$ cat src/rtl/mgmt_readback_tx_pkg.sv
// -----------------------------------------------------------------------------
// mgmt_readback_tx_pkg
//
// Shared definitions for the management SPI interface: command opcodes,
// the serial receive/transmit state encoding and the configuration
// register address map.  The SPI configuration slave and the readback
// transmitter both import this package, so opcodes and addresses stay
// consistent between the two.
// -----------------------------------------------------------------------------
package mgmt_readback_tx_pkg;

  // Command opcodes (first byte of every transaction)
  localparam logic [7:0] CMD_READ       = 8'h03;  // single register read
  localparam logic [7:0] CMD_BURST_READ = 8'h0B;  // auto-incrementing read

  // Serial engine states.  Kept as plain constants so that legacy code
  // comparing against raw 3-bit values continues to work.
  typedef logic [2:0] mgmt_state_t;

  localparam mgmt_state_t ST_CMD    = 3'd0;
  localparam mgmt_state_t ST_ADDR   = 3'd1;
  localparam mgmt_state_t ST_DUMMY  = 3'd2;
  localparam mgmt_state_t ST_SHIFT  = 3'd3;
  localparam mgmt_state_t ST_IGNORE = 3'd4;

  // Register address map: a contiguous block starting at 0x00.
  localparam logic [7:0] REG_ADDR_FIRST = 8'h00;
  localparam logic [7:0] REG_ADDR_LAST  = 8'h0D;
  localparam int         MGMT_NUM_REGS  = int'(REG_ADDR_LAST) + 1;

  // Next burst address.  The last implemented register wraps back to the
  // first one; any address beyond the map simply counts up and rolls over
  // naturally at 0xFF.
  function automatic logic [7:0] next_rd_addr(input logic [7:0] addr,
                                              input logic [7:0] last_addr);
    if (addr == last_addr) begin
      return REG_ADDR_FIRST;
    end
    return addr + 8'd1;
  endfunction

endpackage

$ cat src/rtl/mgmt_readback_tx.sv
// -----------------------------------------------------------------------------
// mgmt_readback_tx
//
// Read side of the management SPI slave.  Receives a command byte, an
// address byte and DUMMY_BYTES turnaround bytes on mgmt_mosi, then returns
// register contents on mgmt_miso, MSB first.  Command 0x03 returns a single
// register followed by zero bytes; command 0x0B returns consecutive
// registers until chip select is released.  The register file itself lives
// outside: this block presents rd_addr and samples rd_data combinationally.
//
// Timing: all flops use the rising edge of mgmt_clk_or_mgmt_cs_n.  A MISO
// bit changes on a rising edge and is held until the next one, so the host
// samples on the falling edge.  The MSB of the first data byte appears
// after rising edge 8*(2+DUMMY_BYTES).
//
// Ports
//   mgmt_clk_or_mgmt_cs_n  in   block clock (rising edge)
//   rst                    in   asynchronous active-high reset
//   mgmt_cs_n              in   chip select level, active low; an edge seen
//                               with mgmt_cs_n=1 aborts/ends the transaction
//   mgmt_mosi              in   serial command/address, MSB first
//   mgmt_miso              out  serial read data, MSB first
//   rd_addr[7:0]           out  registered register-file read address
//   rd_data[7:0]           in   register-file value at rd_addr
//   rd_en                  out  one-clock pulse when rd_data is captured
//   byte_count[7:0]        out  data bytes loaded this/last transaction,
//                               saturating at 0xFF
//   cmd_error              out  unsupported command seen (sticky until the
//                               next transaction starts)
//
// Parameters
//   NUM_REGS     number of readable registers at 0x00..NUM_REGS-1
//   DUMMY_BYTES  turnaround bytes between address and data (1..3)
// -----------------------------------------------------------------------------
module mgmt_readback_tx
  import mgmt_readback_tx_pkg::*;
#(
  parameter int NUM_REGS    = MGMT_NUM_REGS,
  parameter int DUMMY_BYTES = 1
) (
  input  logic       mgmt_clk_or_mgmt_cs_n,
  input  logic       rst,
  input  logic       mgmt_cs_n,
  input  logic       mgmt_mosi,
  output logic       mgmt_miso,
  output logic [7:0] rd_addr,
  input  logic [7:0] rd_data,
  output logic       rd_en,
  output logic [7:0] byte_count,
  output logic       cmd_error
);

  // 9-bit compare width so that NUM_REGS=256 (every address valid) works.
  localparam logic [8:0] NUM_REGS_W = 9'(NUM_REGS);
  localparam logic [7:0] LAST_ADDR  = 8'(NUM_REGS - 1);
  localparam logic [1:0] DUMMY_LAST = 2'(DUMMY_BYTES - 1);

  // ---------------------------------------------------------------------------
  // State
  // ---------------------------------------------------------------------------
  mgmt_state_t state_q,      state_d;
  logic [2:0]  bit_cnt_q,    bit_cnt_d;
  logic [6:0]  rx_shift_q,   rx_shift_d;    // the 8th bit comes straight from mosi
  logic [1:0]  dummy_cnt_q,  dummy_cnt_d;
  logic        burst_q,      burst_d;
  logic [7:0]  tx_shift_q,   tx_shift_d;
  logic [7:0]  rd_addr_q,    rd_addr_d;
  logic        rd_en_q,      rd_en_d;
  logic [7:0]  byte_count_q, byte_count_d;
  logic        cmd_error_q,  cmd_error_d;

  // Combinational helpers
  logic [7:0]  rx_byte;
  logic        byte_done;
  logic        addr_in_range;
  logic [7:0]  rd_value;
  logic        load_data;

  // ---------------------------------------------------------------------------
  // Next-state logic
  // ---------------------------------------------------------------------------
  always_comb begin
    state_d      = state_q;
    bit_cnt_d    = bit_cnt_q;
    rx_shift_d   = rx_shift_q;
    dummy_cnt_d  = dummy_cnt_q;
    burst_d      = burst_q;
    tx_shift_d   = tx_shift_q;
    rd_addr_d    = rd_addr_q;
    rd_en_d      = 1'b0;
    byte_count_d = byte_count_q;
    cmd_error_d  = cmd_error_q;
    load_data    = 1'b0;

    // The byte completing on this edge includes the bit being sampled now.
    rx_byte       = {rx_shift_q, mgmt_mosi};
    byte_done     = (bit_cnt_q == 3'd7);
    addr_in_range = ({1'b0, rd_addr_q} < NUM_REGS_W);
    rd_value      = addr_in_range ? rd_data : 8'hFF;

    if (mgmt_cs_n) begin
      // CS-release edge: drop any partial byte and return to idle.  The
      // status outputs are deliberately kept so software can read them
      // after the transaction.
      state_d     = ST_CMD;
      bit_cnt_d   = 3'd0;
      rx_shift_d  = 7'd0;
      dummy_cnt_d = 2'd0;
      tx_shift_d  = 8'h00;
    end else begin
      bit_cnt_d  = bit_cnt_q + 3'd1;
      rx_shift_d = rx_byte[6:0];

      // First edge of a new transaction clears the previous status.
      if ((state_q == ST_CMD) && (bit_cnt_q == 3'd0)) begin
        byte_count_d = 8'h00;
        cmd_error_d  = 1'b0;
      end

      case (state_q)
        ST_CMD: begin
          if (byte_done) begin
            if (rx_byte == CMD_READ) begin
              state_d = ST_ADDR;
              burst_d = 1'b0;
            end else if (rx_byte == CMD_BURST_READ) begin
              state_d = ST_ADDR;
              burst_d = 1'b1;
            end else begin
              state_d     = ST_IGNORE;
              cmd_error_d = 1'b1;
            end
          end
        end

        ST_ADDR: begin
          if (byte_done) begin
            rd_addr_d   = rx_byte;
            dummy_cnt_d = 2'd0;
            state_d     = ST_DUMMY;
          end
        end

        ST_DUMMY: begin
          if (byte_done) begin
            if (dummy_cnt_q == DUMMY_LAST) begin
              // rd_addr has been stable for a full byte, so rd_data is
              // settled and the first data byte can be captured here.
              state_d   = ST_SHIFT;
              load_data = 1'b1;
            end else begin
              dummy_cnt_d = dummy_cnt_q + 2'd1;
            end
          end
        end

        ST_SHIFT: begin
          if (byte_done) begin
            if (burst_q) begin
              load_data = 1'b1;
            end else begin
              // Single read: only the first byte carries data.
              tx_shift_d = 8'h00;
            end
          end else begin
            tx_shift_d = {tx_shift_q[6:0], 1'b0};
          end
        end

        ST_IGNORE: begin
          // Unsupported command: consume bits silently until CS release.
        end

        default: begin
          state_d = ST_CMD;
        end
      endcase

      if (load_data) begin
        tx_shift_d   = rd_value;
        rd_en_d      = 1'b1;
        byte_count_d = (byte_count_q == 8'hFF) ? 8'hFF : byte_count_q + 8'd1;
        // Single reads leave rd_addr on the requested register.
        if (burst_q) begin
          rd_addr_d = next_rd_addr(rd_addr_q, LAST_ADDR);
        end
      end
    end
  end

  // ---------------------------------------------------------------------------
  // Registers
  // ---------------------------------------------------------------------------
  always_ff @(posedge mgmt_clk_or_mgmt_cs_n or posedge rst) begin
    if (rst) begin
      state_q      <= ST_CMD;
      bit_cnt_q    <= 3'd0;
      rx_shift_q   <= 7'd0;
      dummy_cnt_q  <= 2'd0;
      burst_q      <= 1'b0;
      tx_shift_q   <= 8'h00;
      rd_addr_q    <= 8'h00;
      rd_en_q      <= 1'b0;
      byte_count_q <= 8'h00;
      cmd_error_q  <= 1'b0;
    end else begin
      state_q      <= state_d;
      bit_cnt_q    <= bit_cnt_d;
      rx_shift_q   <= rx_shift_d;
      dummy_cnt_q  <= dummy_cnt_d;
      burst_q      <= burst_d;
      tx_shift_q   <= tx_shift_d;
      rd_addr_q    <= rd_addr_d;
      rd_en_q      <= rd_en_d;
      byte_count_q <= byte_count_d;
      cmd_error_q  <= cmd_error_d;
    end
  end

  // ---------------------------------------------------------------------------
  // Outputs
  // ---------------------------------------------------------------------------
  // MISO is gated by state so it reads 0 outside the data phase, including
  // immediately on reset or CS release.
  assign mgmt_miso  = (state_q == ST_SHIFT) & tx_shift_q[7];
  assign rd_addr    = rd_addr_q;
  assign rd_en      = rd_en_q;
  assign byte_count = byte_count_q;
  assign cmd_error  = cmd_error_q;

endmodule

$ cat config.mk
export PLATFORM = sky130hd
export DESIGN_NAME = mgmt_readback_tx
export DESIGN_NICKNAME = d
export VERILOG_FILES = /design/src/rtl/mgmt_readback_tx_pkg.sv /design/src/rtl/mgmt_readback_tx.sv
export SDC_FILE = /design/constraint.sdc
export NUM_CORES = 1
export LEC_CHECK = 0
export CAP_MARGIN = 20
export CORE_UTILIZATION = 51
export CTS_BUF_LIST = sky130_fd_sc_hd__clkbuf_4 sky130_fd_sc_hd__clkbuf_8
export CTS_CLUSTER_SIZE = 28
export DETAILED_ROUTE_END_ITERATION = 6
export PLACE_DENSITY = 0.83
export SLEW_MARGIN = 20
export SYNTH_ARGS = -nofsm -noshare
export SYNTH_HDL_FRONTEND = slang
export SYNTH_SLANG_ARGS = --single-unit
$ cat constraint.sdc
create_clock -name mgmt_clk_or_mgmt_cs_n -period 2 [get_ports mgmt_clk_or_mgmt_cs_n]
set_clock_uncertainty 0.2 [all_clocks]
set_input_delay 0.4 -clock mgmt_clk_or_mgmt_cs_n [delete_from_list [all_inputs] [get_ports mgmt_clk_or_mgmt_cs_n]]
set_output_delay 0.4 -clock mgmt_clk_or_mgmt_cs_n [all_outputs]
set_load 0.05 [all_outputs]
# == Word-level counts from Yosys, hierarchy flattened ==
# Cells that the tools add are included.
# classes
add_sub_neg,4
order_cmp,1
n_eq_ne,16
n_mux,49
bitwise_logic,2
n_reduce_logical,14
# op_table
op,n
two-way mux 8 bit,15
two-way mux 3 bit,8
two-way mux 1 bit,18
"adder 8 x 1 -> 8 bit, second input constant",2
"equality test 8 x 4 -> 1 bit, second input constant",2
"!= test 3 bit, second input constant",5
one-hot mux 3 bit (4 select lines),1
"equality test 8 x 2 -> 1 bit, second input constant",1
"equality test 8 bit, second input constant",1
"< comparator 8 x 4 -> 1 bit, second input constant",1
two-way mux 2 bit,4
AND reduction 4 bit,2
two-way mux 7 bit,1
"equality test 3 x 2 -> 1 bit, second input constant",2
"equality test 3 bit, second input constant",2
logical NOT 3 bit,2
nonzero test 3 bit,2
AND reduction 5 bit,1
"!= test 4 x 3 -> 1 bit, second input constant",1
one-hot mux 2 bit (2 select lines),1
AND reduction 2 bit,2
nonzero test 2 bit,2
"adder 3 x 1 -> 3 bit, second input constant",1
"equality test 3 x 1 -> 1 bit, second input constant",1
other kinds (8),8
# totals
register_bits,42
in_bits,12
wordCells,96

# == Longest topological paths before layout ==
# logic_depth
depth_word,10
mapped_depth,9
ltp_nobuf,7

# == Least setup slack after synthesis ==
# OpenSTA, ideal clock, no wires.
# synth_timing
kind,register -> register
startpoint,"reg rd_addr_q[1], in the netlist rd_addr[1]"
endpoint,"reg rd_addr_q[4], in the netlist rd_addr[4]"
arrival_time_ns,1.967
required_ns,1.730
setup_slack_ns,-0.236
stages_incl_launch_ff,7
n_path_buf,0
synth_period_minus_slack_ns,2.236
path_cell_list,dfrtp_1 > inv_1 > ha_1 > and3_1 > a211o_1 > or4_1 > nand3_1
# synth_between
elab_chain_len,8
word_cells_on_any_way,9
classes_between,1 x add/sub; 1 x eq/ne; 7 x mux
# synth_lines
element,line,rtl
start: declaration,mgmt_readback_tx.sv:67,"logic [7:0] rd_addr_q, rd_addr_d;"
start signal: assignment,mgmt_readback_tx.sv:213,rd_addr_q <= rd_addr_d;
equality test 8 x 4 -> 1 bit,mgmt_readback_tx_pkg.sv:36,if (addr == last_addr) begin
two-way mux 1 bit,mgmt_readback_tx_pkg.sv:36,
two-way mux 1 bit,mgmt_readback_tx.sv:184,if (burst_q) begin
two-way mux 1 bit,mgmt_readback_tx.sv:179,if (load_data) begin
two-way mux 1 bit,mgmt_readback_tx.sv:101,if (mgmt_cs_n) begin
two-way mux 8 bit (*),mgmt_readback_tx_pkg.sv:39,return addr + 8'd1;
two-way mux 8 bit (*),mgmt_readback_tx.sv:184,
two-way mux 8 bit (*),mgmt_readback_tx.sv:179,
# Every way passes the cells marked *; elsewhere a longest branch is shown, timed or not. The select of a mux whose other input is x is not followed.
# A chain may end at the register's enable or synchronous reset.

# == Final worst setup path ==
# layout_timing
startpoint,reg state_q[0]
endpoint,out mgmt_miso
# layout_between
elab_chain_len,2
# layout_lines
element,line,rtl
start: declaration,mgmt_readback_tx.sv:61,"mgmt_state_t state_q, state_d;"
start signal: assignment,mgmt_readback_tx.sv:207,state_q <= state_d;
equality test 3 x 2 -> 1 bit,mgmt_readback_tx.sv:225,assign mgmt_miso = (state_q == ST_SHIFT) & tx_shift_q[7];
AND 1 bit,mgmt_readback_tx.sv:225,
end: declaration,mgmt_readback_tx.sv:45,"output logic mgmt_miso,"
# Every way passes these cells.

==> summary.md <==
| Metric | Value |
|---|---|
| CTS tree | yes |
| Placed Area | 2879 sq um |
| Die area | 4873 sq um |
| Mapped cell area | 2345 sq um |
| Post-CTS Hold Buffers | 0 |
| Post-synth net total | 270 |
| Post-DRT Antenna Nets | 0 |
| Fill count | 317 |
| Compound-Gate Fraction of Synth Area | 16.92% |
| Root buffer cell | clkbuf_8 |
| Top-count cell post-synth | dfrtp_1 |
| Die W | 69.81 um |
| Vias in the first global route | 2,044 |
| Adder-cell area share of the yosys netlist | 3.735% |
| I/O Buffers | 30 |
| Library cells used by synthesis | 51 |
| Synth area leaders | dfrtp_1 (45%), nor2b_1 (4.5%), o21ai_0 (4.5%) |
| Part of the cycle the worst path needs | 99.40% |
| Register share of total power | 53.3% |
| Vias | 2,201 |
| Slew Viols, Final | 0 |
| H-tree depth | 2 |
| Nets@finish | 333 |
| Worst-Margin Slew | 0.6299 ns |
| DR WL/cell | 15.81 um |
| Crit path launch type | flop |
| Largest family of logic cells by synthesized area | simple AND/OR/NAND/NOR gates |
| Area leader, netlist | dfrtp_1 |
| Reg clk slew, reported paths | 0.07 ns |
| Clk pwr share | 34.7% |
| Mapped Avg Cell Area | 9.342 sq um |
| CTS Sinks | 42 |
| Prevailing post-synth register cell | dfrtp_1 |
| Combinational share of power | 12.0% |
| Pleak | 0.001470 uW |
| Outcome | completed |
| Critical Path Fanout Max | 8 |
| Synth async-reset ratio | 100.0% |
| Total power draw | 1662 uW |
| Worst-case clock buffer depth | 2 |
| Simple-gate share of the synthesized area | 26.25% |
| Pwr/cell area | 528.6 nW/um^2 |
| Non-filler cells, final | 367 |
| Starting Density | 53.48% |
| GRT Util Overall | 24.62% |
| Final Instance Area | 3144 sq um |
| Switching power total | 419.4 uW |
| GR Overflow Total | 0 |
| Fin. Hold Viols | 0 |
| Worst path required time | 1.40 ns |
| Post-synthesis sequential area ratio | 44.82% |
| Gpl congestion | 0.8816 |
| Clock latency on the worst-skew pair | 0.30 ns |
| Top-Level Pins | 31 |
| DRC viols | 0 |
| Switching share of total power | 25.23% |
| Num CTS Buffers | 5 |
| Synth warn | 0 |
| F_max | 503.0 MHz |
| Worst ir drop on vdd | 0.0003764 V |
| Most common library cells after synthesis | dfrtp_1 (42), nand2_1 (24), o21ai_0 (21), nor2b_1 (17), nor2_1 (15) |
| P&R area growth vs syn | 34.10% |
| Util after Layout | 71.72% |
| Post-Synth XOR/XNOR Area | 0% |
| Rows | 24 |
| Layout cells sized above 1 | 31.75% |
| Cells after DPL | 354 |
| First-pass GRT wire length | 9508 um |
| Largest net degree at the start of global routing | 43 |
| Max Cap Violations | 0 |
| Crit path capture type | primary output |
| Minimum clock period | 1.988 ns |
| #FFs+latches synth | 42 |
| Internal | 1243 uW |
| Data arrival, critical path | 1.39 ns |
| Post-synth EDFFs | 0 |
| Post-DP HPWL | 3976 um |
| Crit Path Category | reg2out |
| Post-synthesis mux area share | 3.095% |
| Cells after synthesis | 251 |
| Setup TNS Final | 0 ns |
| Core area | 4384 sq um |
| RSZ-0062 raised after global routing | yes |
| Setup violations, final | 0 |
| DIE HEIGHT | 69.81 um |
| Top cell type's share of synthesized area | 44.82% |
| Antenna violations before repair | 0 |
| 1st-iter DRT viols | 126 |
| Via-to-Cell Ratio | 5.997 |
| Antenna diodes | 0 |
| Min-delay worst type | in2async |
| 1st-pass router iterations | 5 |
| Max transition margin | 57.75% |
| Drt total wl | 5802 um |
[layout by cell type (no fill, tap or decap), drive strengths merged, types with 9 or more instances in the layout]
| master | count |
|---|---|
| clkdlybuf4s50 | 11 |
| nand2 | 24 |
| nor2 | 15 |
| nor2b | 17 |
| nand3 | 12 |
| buf | 57 |
| a21oi | 9 |
| o21ai | 22 |
| dfrtp | 42 |
| nor3 | 10 |
| inv | 15 |
[path summary, 6_finish.rpt]
kind / depth (start not counted) / slack (ns) / start / end
max: 3 / 0.01 / state_q[0] / mgmt_miso
min: 3 / 0.26 / rst / rd_en
max reg2reg: 6 / 0.03 / bit_cnt_q[0] / rd_addr[4]
min reg2reg: 2 / 0.28 / tx_shift_q[4] / tx_shift_q[4]
max in group asynchronous: 3 / 1.12 / rst / rd_addr[0]
min in group mgmt_clk_or_mgmt_cs_n: 2 / 0.28 / tx_shift_q[4] / tx_shift_q[4]
[timing repair]
| item | 4_1_cts | 5_1_grt |
|---|---|---|
| setup endpoints to repair | 23 | 22 |
| resized for setup | 10 | 21 |
| setup buffers | 1 | 4 |
| pin swaps | 1 | 6 |
| cloned | 0 | 0 |
[worst max-delay path: stages, from the launching register on]
cell	delay, ns
dfrtp_1	0.50
buf_4	0.24
and3_4	0.22
buf_12	0.13
[layout make-up]
cell class / instances / area [sq um] / share of cell area [%]
multi-input cells: 182 / 1285 / 40.87
clock buffers: 7 / 90.09 / 2.865
inverters: 15 / 58.81 / 1.870
well taps: 52 / 65.06 / 2.069
repair buffers: 68 / 581.8 / 18.50
flip-flops and latches: 42 / 1059 / 33.67
clock inverters: 1 / 5.005 / 0.1592
[power groups by stage]
stage | registers, uW | logic [uW] | clock network, uW
floorplan | 927 | 82.5 | 0
global placement | 900 | 186 | 0
detailed placement | 901 | 189 | 0
CTS | 885 | 194 | 592
global route | 888 | 216 | 633
finish | 886 | 199 | 577
[cells by family after synthesis]
family | count (synthesis)
multiplexers | 7
adder cells (fa/ha/maj) | 7
AND/OR/NAND/NOR | 109
flip-flops | 42
AO/OA/AOI/OAI | 59
buffers and inverters | 27
[registers in the layout, summed over array words and instances (netlist names)]
name / flops
rx_shift_q: 7
bit_cnt_q: 3
burst_q: 1
cmd_error: 1
rd_en: 1
tx_shift_q: 8
rd_addr: 8
byte_count: 8
state_q: 3
dummy_cnt_q: 2
[metrics by stage]
stage / worst slack, ns / hold slack [ns]
detailed placement: -0.1822 / 0.2659
CTS: 0.003424 / 0.2620
global route: -0.04042 / 0.2779
floorplan: -0.07086 / 0.2242
finish: 0.01209 / 0.2552
global placement: -0.1475 / 0.2410
[routing by layer]
metal | track usage (%) | part of all wire [%] | vias to the layer above
met1 | 33.30 | 43 | 1073
met4 | 9.556 | 3.6 | 0
met3 | 4.651 | 4.8 | 22
met5 | 0 | 0 | -
li1 | - | - | 1031
met2 | 39.21 | 48 | 75
Note: power is estimated with default switching activity, not from simulation.
==> patch 1 (same settings) <==
The output `rd_en` loses its register stage (`rd_en_q` becomes a continuous assignment).
--- a/src/rtl/mgmt_readback_tx.sv
+++ b/src/rtl/mgmt_readback_tx.sv
@@ -202,3 +202,2 @@
       rd_addr_q    <= 8'h00;
-      rd_en_q      <= 1'b0;
       byte_count_q <= 8'h00;
@@ -213,3 +212,2 @@
       rd_addr_q    <= rd_addr_d;
-      rd_en_q      <= rd_en_d;
       byte_count_q <= byte_count_d;
@@ -218,2 +216,4 @@
   end
+
+  assign rd_en_q = rd_en_d;
 
Behaviour: no difference found for any inputs over 10 cycles, from zero or initial values and one cycle with rst high; that may be too few to reach the edited logic, so the function may still have changed.
==> patch 1 against the original RTL <==
The flow now finishes with violations (negative setup slack); final cell count fell by 4.6%; routed wire length rose by 15%; area after synthesis fell by 5.2%; sequential cell count fell by 1; clock power rose by 12%; power rose by 6.8%; cell area rose by 1.5%; global-route usage rose by 2.6 points; worst setup slack got worse by 110 ps; register-to-register slack got worse by 90 ps.
==> patch 1: results <==
logic_synthesis:
  synth_common_cells: "dfrtp_1, a21oi_1, nor2b_1"
  yosysSeqAreaShare_pct: 46.17
  synth_compound_area_share_pct: 22.35
  synth_area_leaders: "dfrtp_1, nor2b_1, ha_1"
  synth_adder_area_share_pct: 3.941
  synthesis.nets: 242
global_routing:
  first_global_vias: 1998
  grt_usage_pct: 27.23
  grt_max_degree: 42
  grt_pass1_wl_mm: 9.294
  use_met2_pct: 43.01
place:
  gp_congestion: 0.8514
  place_hpwl_mm: 3.826
  dpl.cell_count: 330
  dp_worst_setup_slack_ps: -162.8
  dpl_cell_area_mm2: 0.002801
critical_path:
  rr_worst_depth: 8
  reg2reg_slack_ps: -60
  crit_path_max_incr_delay_ps: 360
  reg2reg_to: "rd_addr[7]$_DFFE_PP0N_"
  critPathMaxFanout: 2
route:
  wl_met1_mm: 2.760
  route.met2.wl_mm: 3.251
  routed_wirelength_mm: 6.667
  wl_met3_um: 405
  wl_per_cell_um: 19.05
outcome:
  outcome: "finished, violations left"
  failed_checks: "negative setup slack"
timing:
  whs_ps: 265.0
  setup_viol: 9
  fin_ws_ps: -93.81
  tns_ps: -299.3
  max_slew_margin_pct: 64.33
pwr:
  power_leakage_uw: 0.001510
  ir_drop_v: 0.0005088
## patch 1: worst register-to-register path: cells and delay by family (launching register included)
family,cells,cell delay [ps]
AO/OA/AOI/OAI,2,250
buffers and inverters,2,340
adder cells (fa/ha/maj),2,350
flip-flops,1,360
AND/OR/NAND/NOR,1,210
multiplexers,1,230
## patch 1: final cells by class
class	count	area (um2)	share of cell area (%)
timing repair buffer	79	680.7	21.32
clock inverter	2	35.03	1.098
multi-input combinational	160	1265	39.63
sequential	41	1031	32.30
clock buffer	5	68.82	2.156
tap	50	62.56	1.960
inverter	13	48.80	1.529
## patch 1: what timing repair did
action | 4_1_cts | 5_1_grt
setup endpoints to repair | 28 | 26
hold endpoints to repair | 0 | 0
cloned | 0 | 0
pin swaps | 4 | 15
resized for setup | 13 | 28
setup buffers | 7 | 7
## patch 1: worst max path at each step
stage | slack (ps) | cells past startpoint | from | endpoint
4_1_cts | -140 | 5 | bit_cnt_q[0]$_DFF_PP0_ | rd_en
5_1_grt | -150 | 5 | bit_cnt_q[0]$_DFF_PP0_ | rd_en
3_5_place_dp | -160 | 4 | mgmt_cs_n | burst_q$_DFFE_PP0P_
3_3_place_gp | -130 | 4 | mgmt_cs_n | byte_count[7]$_DFFE_PP0P_
6_report | -90 | 5 | bit_cnt_q[0]$_DFF_PP0_ | rd_en
2_1_floorplan | -50 | 6 | rd_addr[1]$_DFFE_PP0N_ | rd_addr[7]$_DFFE_PP0N_
## patch 1: power by group through the flow
stage	clock (uW)	combinational, uW	sequential, uW
detailed placement	0	235	879
finish	645	267	864
floorplan	0	88.9	917
CTS	647	243	864
global placement	0	231	877
global route	686	286	866
